===== src/rtl/watch_time_core.sv =====
`default_nettype none
// ============================================================================
// Module   : watch_time_core
// Purpose  : 24-hour BCD time keeper (HH:MM:SS) advanced by a 1 Hz tick, with
//            a two-button set mode for hours and minutes, active-low 7-segment
//            encoding of all six digits and blink enables for the edited field.
// Revision : 1.0  initial release
// ----------------------------------------------------------------------------
// Ports
//   CLK_IN        in   1  system clock, rising edge
//   RST_N         in   1  asynchronous active-low reset
//   TICK_1HZ      in   1  one-cycle 1 Hz pulse
//   TICK_BLINK    in   1  one-cycle ~4 Hz pulse, toggles blink phase
//   BTN_MODE      in   1  debounced level, rising edge steps RUN/SET_H/SET_M
//   BTN_INC       in   1  debounced level, rising edge increments edited field
//   DISPLAY_xx    out  7  segment pattern, bit0=a..bit6=g, 0 = lit
//   EN_xx         out  1  digit enable, 0 = shown, 1 = blanked
//   SET_ACTIVE    out  1  high while in SET_H or SET_M
// ============================================================================
module watch_time_core (
  input  logic       CLK_IN,
  input  logic       RST_N,
  input  logic       TICK_1HZ,
  input  logic       TICK_BLINK,
  input  logic       BTN_MODE,
  input  logic       BTN_INC,
  output logic [6:0] DISPLAY_S0,
  output logic [6:0] DISPLAY_S1,
  output logic [6:0] DISPLAY_M0,
  output logic [6:0] DISPLAY_M1,
  output logic [6:0] DISPLAY_H0,
  output logic [6:0] DISPLAY_H1,
  output logic       EN_S0,
  output logic       EN_S1,
  output logic       EN_M0,
  output logic       EN_M1,
  output logic       EN_H0,
  output logic       EN_H1,
  output logic       SET_ACTIVE
);

  typedef enum logic [1:0] {
    ST_RUN   = 2'd0,
    ST_SET_H = 2'd1,
    ST_SET_M = 2'd2
  } state_t;

  state_t     r_state;
  logic [3:0] r_s0, r_s1, r_m0, r_m1, r_h0, r_h1;
  logic       r_blink;
  logic       r_mode_d;
  logic       r_inc_d;
  logic       r_set_active;
  logic [6:0] r_disp_s0, r_disp_s1, r_disp_m0, r_disp_m1, r_disp_h0, r_disp_h1;
  logic       r_en_h;
  logic       r_en_m;

  logic       w_mode_edge;
  logic       w_inc_edge;

  // MODE has priority: a coincident INC edge is swallowed.
  assign w_mode_edge = BTN_MODE & ~r_mode_d;
  assign w_inc_edge  = BTN_INC & ~r_inc_d & ~w_mode_edge;

  // Hours roll 23 -> 00; returns {tens, units}.
  function automatic logic [7:0] f_inc_hours(input logic [3:0] h1, input logic [3:0] h0);
    if (h1 == 4'd2 && h0 == 4'd3) f_inc_hours = {4'd0, 4'd0};
    else if (h0 == 4'd9)          f_inc_hours = {h1 + 4'd1, 4'd0};
    else                          f_inc_hours = {h1, h0 + 4'd1};
  endfunction

  // Minutes roll 59 -> 00; returns {tens, units}.
  function automatic logic [7:0] f_inc_minutes(input logic [3:0] m1, input logic [3:0] m0);
    if (m0 != 4'd9)      f_inc_minutes = {m1, m0 + 4'd1};
    else if (m1 != 4'd5) f_inc_minutes = {m1 + 4'd1, 4'd0};
    else                 f_inc_minutes = {4'd0, 4'd0};
  endfunction

  function automatic logic [6:0] f_seg(input logic [3:0] d);
    case (d)
      4'd0:    f_seg = 7'h40;
      4'd1:    f_seg = 7'h79;
      4'd2:    f_seg = 7'h24;
      4'd3:    f_seg = 7'h30;
      4'd4:    f_seg = 7'h19;
      4'd5:    f_seg = 7'h12;
      4'd6:    f_seg = 7'h02;
      4'd7:    f_seg = 7'h78;
      4'd8:    f_seg = 7'h00;
      4'd9:    f_seg = 7'h10;
      default: f_seg = 7'h7F;
    endcase
  endfunction

  // Mode FSM, time registers, blink phase and button history.
  always_ff @(posedge CLK_IN or negedge RST_N) begin
    if (!RST_N) begin
      r_state      <= ST_RUN;
      r_set_active <= 1'b0;
      r_blink      <= 1'b0;
      r_mode_d     <= 1'b0;
      r_inc_d      <= 1'b0;
      r_s0 <= 4'd0; r_s1 <= 4'd0;
      r_m0 <= 4'd0; r_m1 <= 4'd0;
      r_h0 <= 4'd0; r_h1 <= 4'd0;
    end else begin
      r_mode_d <= BTN_MODE;
      r_inc_d  <= BTN_INC;
      // Toggle by default; the forced clears below override it.
      if (TICK_BLINK) r_blink <= ~r_blink;
      case (r_state)
        ST_RUN: begin
          if (w_mode_edge) begin
            r_state      <= ST_SET_H;
            r_set_active <= 1'b1;
            r_blink      <= 1'b0;
            r_s0 <= 4'd0; r_s1 <= 4'd0;
          end else if (TICK_1HZ) begin
            if (r_s0 != 4'd9) r_s0 <= r_s0 + 4'd1;
            else begin
              r_s0 <= 4'd0;
              if (r_s1 != 4'd5) r_s1 <= r_s1 + 4'd1;
              else begin
                r_s1 <= 4'd0;
                if (r_m0 != 4'd9 || r_m1 != 4'd5) {r_m1, r_m0} <= f_inc_minutes(r_m1, r_m0);
                else begin
                  r_m1 <= 4'd0; r_m0 <= 4'd0;
                  {r_h1, r_h0} <= f_inc_hours(r_h1, r_h0);
                end
              end
            end
          end
        end
        ST_SET_H: begin
          if (w_mode_edge) begin
            r_state <= ST_SET_M;
            r_blink <= 1'b0;
          end else if (w_inc_edge) begin
            {r_h1, r_h0} <= f_inc_hours(r_h1, r_h0);
            r_blink      <= 1'b0;
          end
        end
        ST_SET_M: begin
          if (w_mode_edge) begin
            r_state      <= ST_RUN;
            r_set_active <= 1'b0;
            r_blink      <= 1'b0;
          end else if (w_inc_edge) begin
            {r_m1, r_m0} <= f_inc_minutes(r_m1, r_m0);
            r_blink      <= 1'b0;
          end
        end
        default: begin
          r_state      <= ST_RUN;
          r_set_active <= 1'b0;
        end
      endcase
    end
  end

  // Display stage: one cycle behind the time/state registers.
  always_ff @(posedge CLK_IN or negedge RST_N) begin
    if (!RST_N) begin
      r_disp_s0 <= 7'h40; r_disp_s1 <= 7'h40;
      r_disp_m0 <= 7'h40; r_disp_m1 <= 7'h40;
      r_disp_h0 <= 7'h40; r_disp_h1 <= 7'h40;
      r_en_h    <= 1'b0;
      r_en_m    <= 1'b0;
    end else begin
      r_disp_s0 <= f_seg(r_s0); r_disp_s1 <= f_seg(r_s1);
      r_disp_m0 <= f_seg(r_m0); r_disp_m1 <= f_seg(r_m1);
      r_disp_h0 <= f_seg(r_h0); r_disp_h1 <= f_seg(r_h1);
      r_en_h    <= (r_state == ST_SET_H) & r_blink;
      r_en_m    <= (r_state == ST_SET_M) & r_blink;
    end
  end

  assign DISPLAY_S0 = r_disp_s0;
  assign DISPLAY_S1 = r_disp_s1;
  assign DISPLAY_M0 = r_disp_m0;
  assign DISPLAY_M1 = r_disp_m1;
  assign DISPLAY_H0 = r_disp_h0;
  assign DISPLAY_H1 = r_disp_h1;
  // Seconds are never edited, so they never blink.
  assign EN_S0      = 1'b0;
  assign EN_S1      = 1'b0;
  assign EN_M0      = r_en_m;
  assign EN_M1      = r_en_m;
  assign EN_H0      = r_en_h;
  assign EN_H1      = r_en_h;
  assign SET_ACTIVE = r_set_active;

endmodule
`default_nettype wire


===== config.mk =====
export PLATFORM = sky130hd
export DESIGN_NAME = watch_time_core
export DESIGN_NICKNAME = d
export VERILOG_FILES = /design/src/rtl/watch_time_core.sv
export SDC_FILE = /design/constraint.sdc
export NUM_CORES = 1
export LEC_CHECK = 0
export CAP_MARGIN = 15
export CORE_MARGIN = 5
export CORE_UTILIZATION = 42
export DETAILED_ROUTE_END_ITERATION = 10
export GPL_TIMING_DRIVEN = 0
export SLEW_MARGIN = 15
export SYNTH_ARGS = -nofsm -noshare
export SYNTH_HDL_FRONTEND = slang
export SYNTH_SLANG_ARGS = --single-unit
export TNS_END_PERCENT = 5

===== constraint.sdc =====
create_clock -name CLK_IN -period 2.4 [get_ports CLK_IN]
set_clock_uncertainty 0.05 [all_clocks]
set_input_delay 0.24 -clock CLK_IN [delete_from_list [all_inputs] [get_ports CLK_IN]]
set_output_delay 0.24 -clock CLK_IN [all_outputs]
set_load 0.01 [all_outputs]

# == Word-level counts from Yosys, hierarchy flattened ==
# Memory sizes are Yosys's and may differ from the RTL's. A register that Yosys moved wholly into a read port is not among the register bits.
# Cells that the tools add are included.
# totals
reg_bits,32
mem_bits_ro,672
inputBits,6
out_inout_bits,49
elab_cells,131
memories,6
# classes
add_sub_neg,6
eq_ne,22
n_mux,55
bitwise_logic,10
reduce_logical,19
# mem_list
memory,words,word_bits,read_ports,rd_clocked_by_memory_dff,wr,line,source
(name not given),16,7,1,1,0,80,case (d)
(name not given),16,7,1,1,0,80,
(name not given),16,7,1,1,0,80,
(name not given),16,7,1,1,0,80,
(name not given),16,7,1,1,0,80,
(name not given),16,7,1,1,0,80,
# ops
operator,n
$mux 4,35
$mux 8,4
$pmux 4 s2,4
$ne 2x2->1 const B,13
$add 4x1->4 const B,6
$reduce_and 3->1,3
$eq 4x2->1 const B,2
$ne 4x3->1 const B,2
$ne 4x4->1 const B,2
$reduce_and 8->1,1
$reduce_and 7->1,1
$logic_not 1->1,6
$mux 1,6
$mux 2,3
$pmux 2 s3,1
$reduce_bool 2->1,3
$and 1x1->1,5
$not 1->1,5
$eq 4x4->1 const B,1
$pmux 1 s3,1
$eq 2x1->1 const B,1
$eq 2x2->1 const B,1
$logic_not 2->1,1
$pmux 1 s2,1
4 further kinds,4

# == Logic depth before layout (Yosys ltp) ==
# Gate-level depths: netlist of run 1.
# logic_depth
depth_word,9
mapped_depth,7
mapped_depth_nobuf,6

# == Worst setup path after synthesis of run 1 ==
# Ideal clock, no wire load.
# synth_timing
kind,reg-to-reg
startpoint,register r_s1[1]
endpoint,register r_m1[3]
setup_ns,0.125
arrival_ns,1.819
t_required_ns,2.225
setup_slack_ns,0.406
path_stages_with_launch,7
n_path_buf,0
period_less_slack_ns,1.994
path_cell_list,dfrtp_1 inv_1 ha_1 nand3b_4 o31a_1 nor4_1 mux2_2
# synth_between
elab_chain_cells,3
# synth_lines
item,line,source
"start, declared",49,"logic [3:0] r_s0, r_s1, r_m0, r_m1, r_h0, r_h1;"
"start signal, assigned",122,if (r_s1 != 4'd5) r_s1 <= r_s1 + 4'd1;
$ne 4x3->1,122,
$ne 2x2->1 (no line),--,
$reduce_and 7->1 (no line),--,
"end signal, assigned",125,"if (r_m0 != 4'd9 || r_m1 != 4'd5) {r_m1, r_m0} <= f_inc_minutes(r_m1, r_m0);"
"end signal, assigned",149,"{r_m1, r_m0} <= f_inc_minutes(r_m1, r_m0);"
"end, declared",49,
# No other way between the ends.
# A chain may end at the register's enable or synchronous reset.

# == Final worst setup path of run 1 ==
# layout_timing
startpoint,register r_s0[1]
endpoint,register r_h0[2]
# layout_between
elab_chain_cells,3
# layout_lines
item,line,source
"start, declared",49,
"start signal, assigned",119,if (r_s0 != 4'd9) r_s0 <= r_s0 + 4'd1;
$ne 4x4->1,119,
$ne 2x2->1 (no line),--,
$reduce_and 8->1 (no line),--,
"end signal, assigned",128,"{r_h1, r_h0} <= f_inc_hours(r_h1, r_h0);"
"end signal, assigned",139,"{r_h1, r_h0} <= f_inc_hours(r_h1, r_h0);"
"end, declared",49,
# No other way between the ends.

==> flow_summary.toml, run 1 <==
[status]
run_status = "finished clean"

[worst_setup_path]
count_of_cell_instances_traversed_by_the_critical_path = 6
cp.arrival_ps = 2350
cp_max_delay_cell = "sky130_fd_sc_hd__o41ai_4"
critical_path.n_buffers_inverters = 1
start_kind = "flop"
data_required_time_at_the_worst_endpoint_ps = 2570
timing.critical_path.cells = "inv_1, ha_1, nand3b_4, o41ai_4, nand3_1, mux2_1"
rrSetupSlack_ps = 220
endpoint_kind = "flop"
cpLargestDelayFamily = "compound AO/OA/AOI/OAI gates"
criticalPathCategory = "reg2reg"
path_max_fanout = 7
crit_path_max_incr_delay_ps = 570
reg2reg_depth = 6

[sta]
finalMaxSlewViolations = 0
grt_setup_unrepaired = "no"
timing.final.crit_share_pct = 90.8
final_period_minus_worst_setup_slack_ps = 2180
timing.max_slew.rel_slack_pct = 64.5
hold_viol = 0
tightest_slew_ps = 531
final_critical_path_setup_slack_ps = 220
timing.final.setup_violations = 0
setup-tns-final_ps = 0
clock.fmax_mhz = 459

[logic_synthesis]
post_synthesis_cells = 394
netlist_area_um2 = 3880
dominantRegCellSynth = "sky130_fd_sc_hd__dfrtp_1"
async_reset_ff_share_pct = 100
synth_warnings = 0
synth.avg_cell_area_um2 = 9.86
ys_seq_area_share_pct = 47.9
post_synth_num_cell_types = 51
synth_enable_flop_cells = 0
synth.ff_latch_count = 74

[global_routing]
grt_pass1_wl_mm = 12.4
grt_pass1_vias = 2863
global_route.usage.total_pct = 13.3
grt_antenna_before_repair = 0
gr_overflow_total = 0
largest_net_degree_at_the_start_of_global_routing = 52

[place]
placed_cells_incl_taps = 559
finalWeightedCongestion = 0.817
port_buffers = 52
place_hpwl_mm = 5.40
detailedPlace.worstSlack_ps = 174
dpl-instance-area_um2 = 4570

[clock_tree]
clock_tree.root_cell = "sky130_fd_sc_hd__clkbuf_8"
cts-buffers-inserted = 9
clkLatencyLatePin_ps = 330
clockBufferDepth = 2
tritoncts_num_sinks = 74
tritoncts = "built"
clk_transition_reported_paths_ps = 80
ctsHtreeMaxLevel = 3

[floorplan]
chipWidth_um = 106
row_count = 35
design.die.area_um2 = 11300
floorplan.die.height_um = 106
core_region_area_um2 = 9110
start_util_pct = 42.6
boundaryPins = 55

[routing]
wl_met3_um = 183
first_pass_iters = 4
post_drt_wl_per_cell_um = 12.5
wl_met2_mm = 3.78
routedLengthMet1_mm = 3.17
vias_per_cell = 4.93
via_count = 2838
drt_first_iter_violations = 79
drtAntennaViolNets = 0
drc_viols = 0
top_layer_used = "met4"
wire_length_after_detailed_routing_mm = 7.20

[cells_and_area]
multiInputGateArea_um2 = 1820
area_of_all_sequential_standard_cells_um2 = 1860
antenna_cells = 0
design_area_um2 = 4790
areaGrowthSynthToFinish_pct = 23.4
final_util_pct = 52.6
nNetsFinal = 500
final.fill_count = 865
layout-drive-gt1-share_pct = 10.8
instances_no_fill = 576

[power]
cellLeakagePower_uw = 0.00232
cellPowerDensity_nw_per_um2 = 1180
vdd_ir_drop_max_mv = 0.507

[hold_path]
hp-class = "in2async"

[run]
max-cap-violations = 0
per-layer routing:
metal | vias up | GRT usage (%)
met4 | 0 | 5.00
met1 | 1338 | 15.6
met5 | - | 0
li1 | 1461 | -
met2 | 33 | 24.5
met3 | 6 | 2.06
worst paths after layout:
path | to | from
setup / recovery | r_h0[2] | r_s0[1]
hold / removal | r_s1[2] | RST_N
setup reg to reg | r_h0[2] | r_s0[1]
hold reg to reg | SET_ACTIVE | SET_ACTIVE
max in group asynchronous | DISPLAY_H1[6] | RST_N
min in group CLK_IN | r_mode_d | BTN_MODE
final cells by class:
| class | instances | share of cell area (%) |
|---|---|---|
| buffer | 18 | 2.09 |
| clock buffer | 11 | 2.74 |
| clock inverter | 5 | 1.64 |
| inverter | 29 | 2.27 |
| multi-input combinational | 274 | 38.0 |
| sequential | 74 | 38.8 |
| tap | 111 | 2.90 |
| timing repair buffer | 54 | 11.6 |
repair_timing:
| action | CTS | global route |
|---|---|---|
| hold endpoints to repair | 21 | 0 |
| resized for setup | 0 | 0 |
| buffers inserted | 0 | 0 |
| hold buffers | 1 | 0 |
kinds of logic after synthesis:
family / share of synthesized area [%]
other: 0.0966
multiplexers: 3.25
AND/OR/NAND/NOR: 16.9
AO/OA/AOI/OAI: 14.7
XOR/XNOR: 0.902
adder cells (fa/ha/maj): 11.0
flip-flops: 47.9
buffers and inverters: 5.38
cell usage in the layout, fill, tap and decap left out, drive strengths merged, types with 6 or more instances in the layout:
cell type,netlist,final
inv,29,29
a21oi,38,38
clkbuf,10,21
dfstp,6,6
or2,6,6
ha,34,34
nand3,8,8
nand2b,8,8
buf,8,10
mux2i,7,7
nor2,36,36
nand2,41,41
dfrtp,68,68
clkdlybuf4s50,0,51
o21ai,34,34
through the flow:
stage                     total power [µW]  hold slack (ps)
final                                 5650              299
after global routing                  6140              311
after CTS                             5740              293
after detailed placement              4670              121
after global placement                4630              462
after floorplan                       3680             -106
cells in the mapped netlist, types with 4 or more instances:
cell type / number / area share [%]
sky130_fd_sc_hd__dfrtp_1: 68 / 44
sky130_fd_sc_hd__nand2_1: 41 / 4.0
sky130_fd_sc_hd__a21oi_1: 38 / 4.9
sky130_fd_sc_hd__nor2_1: 36 / 3.5
sky130_fd_sc_hd__ha_1: 34 / 11
sky130_fd_sc_hd__o21ai_0: 33 / 4.3
sky130_fd_sc_hd__inv_1: 29 / 2.8
sky130_fd_sc_hd__clkbuf_1: 10 / 0.97
sky130_fd_sc_hd__nand2b_1: 8 / 1.3
sky130_fd_sc_hd__nand3_1: 8 / 1.0
sky130_fd_sc_hd__mux2i_1: 7 / 1.8
sky130_fd_sc_hd__dfstp_2: 6 / 4.1
sky130_fd_sc_hd__or2_2: 6 / 0.97
sky130_fd_sc_hd__nor3_1: 5 / 0.64
sky130_fd_sc_hd__a31oi_1: 4 / 0.64
sky130_fd_sc_hd__buf_4: 4 / 0.77
sky130_fd_sc_hd__mux2_2: 4 / 1.2
registers in the layout, indices dropped and copies added (netlist names), 7 cells and up:
signal and cells:
DISPLAY_M0 7, DISPLAY_M1 7, DISPLAY_H0 7, DISPLAY_S0 7
DISPLAY_H1 7, DISPLAY_S1 7
power breakdown:
part	internal [µW]	switching, µW	leakage, µW
registers	1710	273	0.000901
logic	1240	1390	0.00131
clock network	585	443	0.000107
(Power assumes the default switching activity.)
==> run 2, diff against run 1 <==
SLEW_MARGIN = not set   (was 15)
==> results of run 2 <==
Same layout as run 1: the final DEF is identical, and so are final timing and power.
==> RTL edit 1: new RTL, config.mk and constraints of run 1 <==
Reset style: synchronous (`RST_N`), changed in 2 clocked blocks. Comments in the files are not updated.
--- a/src/rtl/watch_time_core.sv
+++ b/src/rtl/watch_time_core.sv
@@ -93,7 +93,7 @@
   endfunction
 
   // Mode FSM, time registers, blink phase and button history.
-  always_ff @(posedge CLK_IN or negedge RST_N) begin
+  always_ff @(posedge CLK_IN) begin
     if (!RST_N) begin
       r_state      <= ST_RUN;
       r_set_active <= 1'b0;
@@ -159,7 +159,7 @@
   end
 
   // Display stage: one cycle behind the time/state registers.
-  always_ff @(posedge CLK_IN or negedge RST_N) begin
+  always_ff @(posedge CLK_IN) begin
     if (!RST_N) begin
       r_disp_s0 <= 7'h40; r_disp_s1 <= 7'h40;
       r_disp_m0 <= 7'h40; r_disp_m1 <= 7'h40;
Check against the original RTL: differs if RST_N is asserted again (counterexample within 4 cycles, from zero or initial values and one cycle with RST_N low); with RST_N held inactive, the same outputs for 10 cycles.
==> RTL edit 1 against run 1 <==
- highest routed layer unchanged
- routed wire length up 13%
- largest cell class is now multi-input gates
- cell area down 3.4%
- sequential cell count stayed put
- worst setup slack got worse by 0.054 ns
- synthesized area fell by 4.1%
- global-route usage rose by 2.0 points
Power is not compared: it rests on default switching activity, and its combinational part moved more than twofold at a synthesized area within 25%.
==> RTL edit 1: results (changes against run 1) <==
Distinct cells, synth -> 58 (was 51)
initial antenna violation count -> 0 (unchanged)
top post-synthesis cells by count -> dfxtp_1, nor2_1, a21oi_1 (was dfrtp_1, nand2_1, a21oi_1)
Synth Area in XOR/XNOR -> 0.00705 (was 0.00902)
vias in the first global route -> 3008 (was 2863)
Clock Path Buffers -> 2 (unchanged)
area leader, netlist -> dfxtp_1 (was dfrtp_1)
Clock H-tree levels -> 3 (unchanged)
I/O Buffers -> 52 (unchanged)
met3 Usage GRT -> 0.0304 (was 0.0206)
worst slew pin tran -> 0.705 ns (was 0.531 ns)
dpl hpwl -> 5.97 mm (was 5.40 mm)
Total GRT Usage -> 0.153 (was 0.133)
1st-iter DRT viols -> 132 (was 79)
Diodes inserted -> 0 (unchanged)
met2 Use GR -> 0.265 (was 0.245)
status -> finished clean (unchanged)
worst hold path class -> reg2reg (was in2async)
fraction of synthesized area in multiplexers -> 0.0134 (was 0.0325)
clk_lat worst skew -> 0.34 ns
Num CTS Buffers -> 9 (unchanged)
largest net degree at the start of global routing -> 14 (was 52)
P_leak -> 1.71 nW
grt met1 use -> 0.185 (was 0.156)
Synth warnings -> 0 (unchanged)
wl on met1 -> 3.77 mm (was 3.17 mm)
Synth Area in Adders -> 0.114 (was 0.110)
WL final -> 8.12 mm (was 7.20 mm)
crit path max fanout -> 10 (was 7)
post-synthesis sequential area ratio -> 0.398 (was 0.479)
number of fill cells -> 873 (was 865)
via count -> 3129 (was 2838)
met3 WL post-DR -> 209 um (was 183 um)
Pre-Repair DR Iteration Count -> 4 (unchanged)
CTS clk-pin slew, worst paths -> 0.08 ns (about the same)
max layer used -> met4 (unchanged)
Async SR Flop Fraction -> 0 (was 1.00)
Root Buffer Master -> clkbuf_8 (unchanged)
layout cell share with drive strength beyond 1 -> 0.102 (was 0.108)
WP data arrival -> 2.41 ns (was 2.35 ns)
dpl cell area -> 0.00439 mm^2 (was 0.00457 mm^2)
main area contributors after synthesis -> dfxtp_1, ha_1, a21oi_1, nor2_1, nand2_1 (was dfrtp_1, ha_1, a21oi_1, o21ai_0, dfstp_2)
DR WL met2 -> 3.99 mm (was 3.78 mm)
first-pass GRT wire length -> 13.9 mm (was 12.4 mm)
Final nets -> 546 (was 500)
placer congestion estimate -> 0.873 (was 0.817)
Worst VDD drop -> 0.297 mV
Compound-Gate Fraction of Synth Area -> 0.169 (was 0.147)
## RTL edit 1: power breakdown
part,switching [mW],total (mW),internal [mW]
Sequential,0.0262,1.28,1.26
Combinational,0.146,0.265,0.119
Clock,0.472,1.06,0.587
Total,0.644,2.61,1.96
## RTL edit 1: timing repair
item | in CTS | in global routing
gates resized for setup | 0 | 5
buffers inserted | 0 | 1
setup endpoints to repair | 0 | 6
## RTL edit 1: layout make-up
cell class | count | share of cell area
plain buffers | 27 | 0.0333
clock buffers | 10 | 0.0276
clock inverters | 6 | 0.0197
inverters | 22 | 0.0178
multi-input cells | 319 | 0.438
flip-flops and latches | 74 | 0.320
well taps | 108 | 0.0292
repair buffers | 53 | 0.114
## RTL edit 1: worst paths after layout
kind | startpoint | end | slack (ns) | depth (start not counted)
worst max-delay path | r_s0[1] | r_h1[2] | 0.17 | 8
worst min-delay path | r_blink | EN_M0 | 0.47 | 1
worst max register to register | r_s0[1] | r_h1[2] | 0.17 | 8
worst min register to register | r_blink | EN_M0 | 0.47 | 1
## RTL edit 1: worst max-delay path, stage by stage, from the launching register on
cell	delay (ns)
dfxtp_1	0.41
inv_2	0.11
ha_1	0.20
nand4b_1	0.16
nor4_2	0.33
a41oi_2	0.21
clkbuf_4	0.24
o311ai_1	0.29
o41ai_1	0.11
## RTL edit 1: metrics by stage
step                      power (mW)  setup slack (ns)  std cells  utilization
after global routing            2.74            0.0331        619        0.533
after detailed placement        1.58            0.0384        602        0.505
after floorplan                 1.48             0.489        442            -
after global placement          1.58            0.0545        602        0.505
final                           2.61             0.166        619        0.533
after CTS                       2.64            0.0762        618        0.531
==> RTL edit 2: new RTL, settings of run 1 <==
Without the edit above. Re-encode `state_t` (3 states) as one-hot, 3 bits wide.
--- a/src/rtl/watch_time_core.sv
+++ b/src/rtl/watch_time_core.sv
@@ -39,10 +39,10 @@
   output logic       SET_ACTIVE
 );
 
-  typedef enum logic [1:0] {
-    ST_RUN   = 2'd0,
-    ST_SET_H = 2'd1,
-    ST_SET_M = 2'd2
+  typedef enum logic [2:0] {
+    ST_RUN   = 3'b001,
+    ST_SET_H = 3'b010,
+    ST_SET_M = 3'b100
   } state_t;
 
   state_t     r_state;
Behaviour: no difference found for any inputs over 10 cycles, from zero or initial values and one cycle with RST_N low; not proved beyond that.
==> RTL edit 2 against run 1 <==
- cell area grew 0.47%
- via count grew 6.2%
- synthesized area shrank 1.1%
- global-route usage grew 0.68 points
- hold slack lost 0.018 ns
- first-iteration DRC count grew 46%
- synthesized cell count grew 4.1%
- routed wire length grew 3.8%
- die area shrank 0.99%
- sequential cell count grew 1
- worst setup slack lost 0.067 ns
- critical path type unchanged
Power is not compared: it rests on default switching activity, and its combinational part moved more than twofold at a synthesized area within 25%.
==> RTL edit 2: results (changes against run 1) <==
placer congestion estimate -> 0.804 (was 0.817)
Slowest Stage Delay on Critical Path -> 0.47 ns (was 0.57 ns)
post-synthesis sequential area ratio -> 0.491 (was 0.479)
Crit Reg-Reg Endpoint -> r_h1[2] (was r_h0[2])
status -> finished clean (unchanged)
WL per Instance -> 12.7 um (was 12.5 um)
fraction of area in non-clock buffers -> 0.139 (was 0.137)
Total GRT Usage -> 0.140 (was 0.133)
multi-input gates -> 287 (was 274)
vias in the first global route -> 2917 (was 2863)
met3 WL post-DR -> 219 um (was 183 um)
Register Area -> 0.00189 mm^2 (was 0.00186 mm^2)
Avg Inst Size Synth -> 9.37 um^2 (was 9.86 um^2)
Distinct cells, synth -> 46 (was 51)
Signal buffers -> 77 (was 72)
Post-Syn Instances -> 410 (was 394)
top post-synthesis cells by count -> dfrtp_1, nand2_1, o21ai_0 (was dfrtp_1, nand2_1, a21oi_1)
met3 Usage GRT -> 0.0238 (was 0.0206)
layout cell share with drive strength beyond 1 -> 0.104 (was 0.108)
main area contributors after synthesis -> dfrtp_1, ha_1, o21ai_0, nand2_1, dfstp_2 (was dfrtp_1, ha_1, a21oi_1, o21ai_0, dfstp_2)
DR WL met2 -> 3.76 mm (was 3.78 mm)
number of fill cells -> 807 (was 865)
DP Cell Count -> 572 (was 559)
Final nets -> 513 (was 500)
WP data arrival -> 2.46 ns (was 2.35 ns)
worst rel slew slack -> 0.662 (was 0.645)
largest net degree at the start of global routing -> 53 (was 52)
post-place setup slack -> 0.0712 ns (was 0.174 ns)
met2 Use GR -> 0.241 (was 0.245)
crit path max fanout -> 10 (was 7)
fraction of area in multi-input gates -> 0.370 (was 0.380)
dpl hpwl -> 5.43 mm (was 5.40 mm)
ClkCell Share -> 0.0502 (was 0.0439)
first-pass GRT wire length -> 13.1 mm (was 12.4 mm)
critical-path cell with the highest stage delay -> dfrtp_2 (was o41ai_4)
RR Startpoint -> r_m1[1] (was r_s0[1])
RTL edit 2: where the power goes:
group	internal [mW]	total (mW)	switching [mW]
Sequential	1.46	1.57	0.114
Combinational	0.441	0.900	0.458
Clock	0.716	1.16	0.448
Total	2.62	3.64	1.02
RTL edit 2: how the worst max path moves through the flow:
stage	startpoint	endpoint	slack, ns
floorplan	r_s1[1]	r_h1[2]	0.43
global placement	RST_N	DISPLAY_M1[0]	-1.53
detailed placement	r_s1[1]	r_h0[3]	0.07
CTS	r_s1[1]	r_h0[3]	0.06
global route	r_m0[1]	r_h1[3]	0.03
finish	r_m1[1]	r_h1[2]	0.15
RTL edit 2: cell families after synthesis:
family          after synthesis  share of synthesized area
flops                        75                      0.491
other cells                   1                   0.000976
mux                           2                    0.00554
xor+xnor                      4                    0.00912
simple gates                148                      0.191
buf+inv                      49                     0.0531
compound gates              101                      0.151
fa+ha+maj                    30                     0.0977
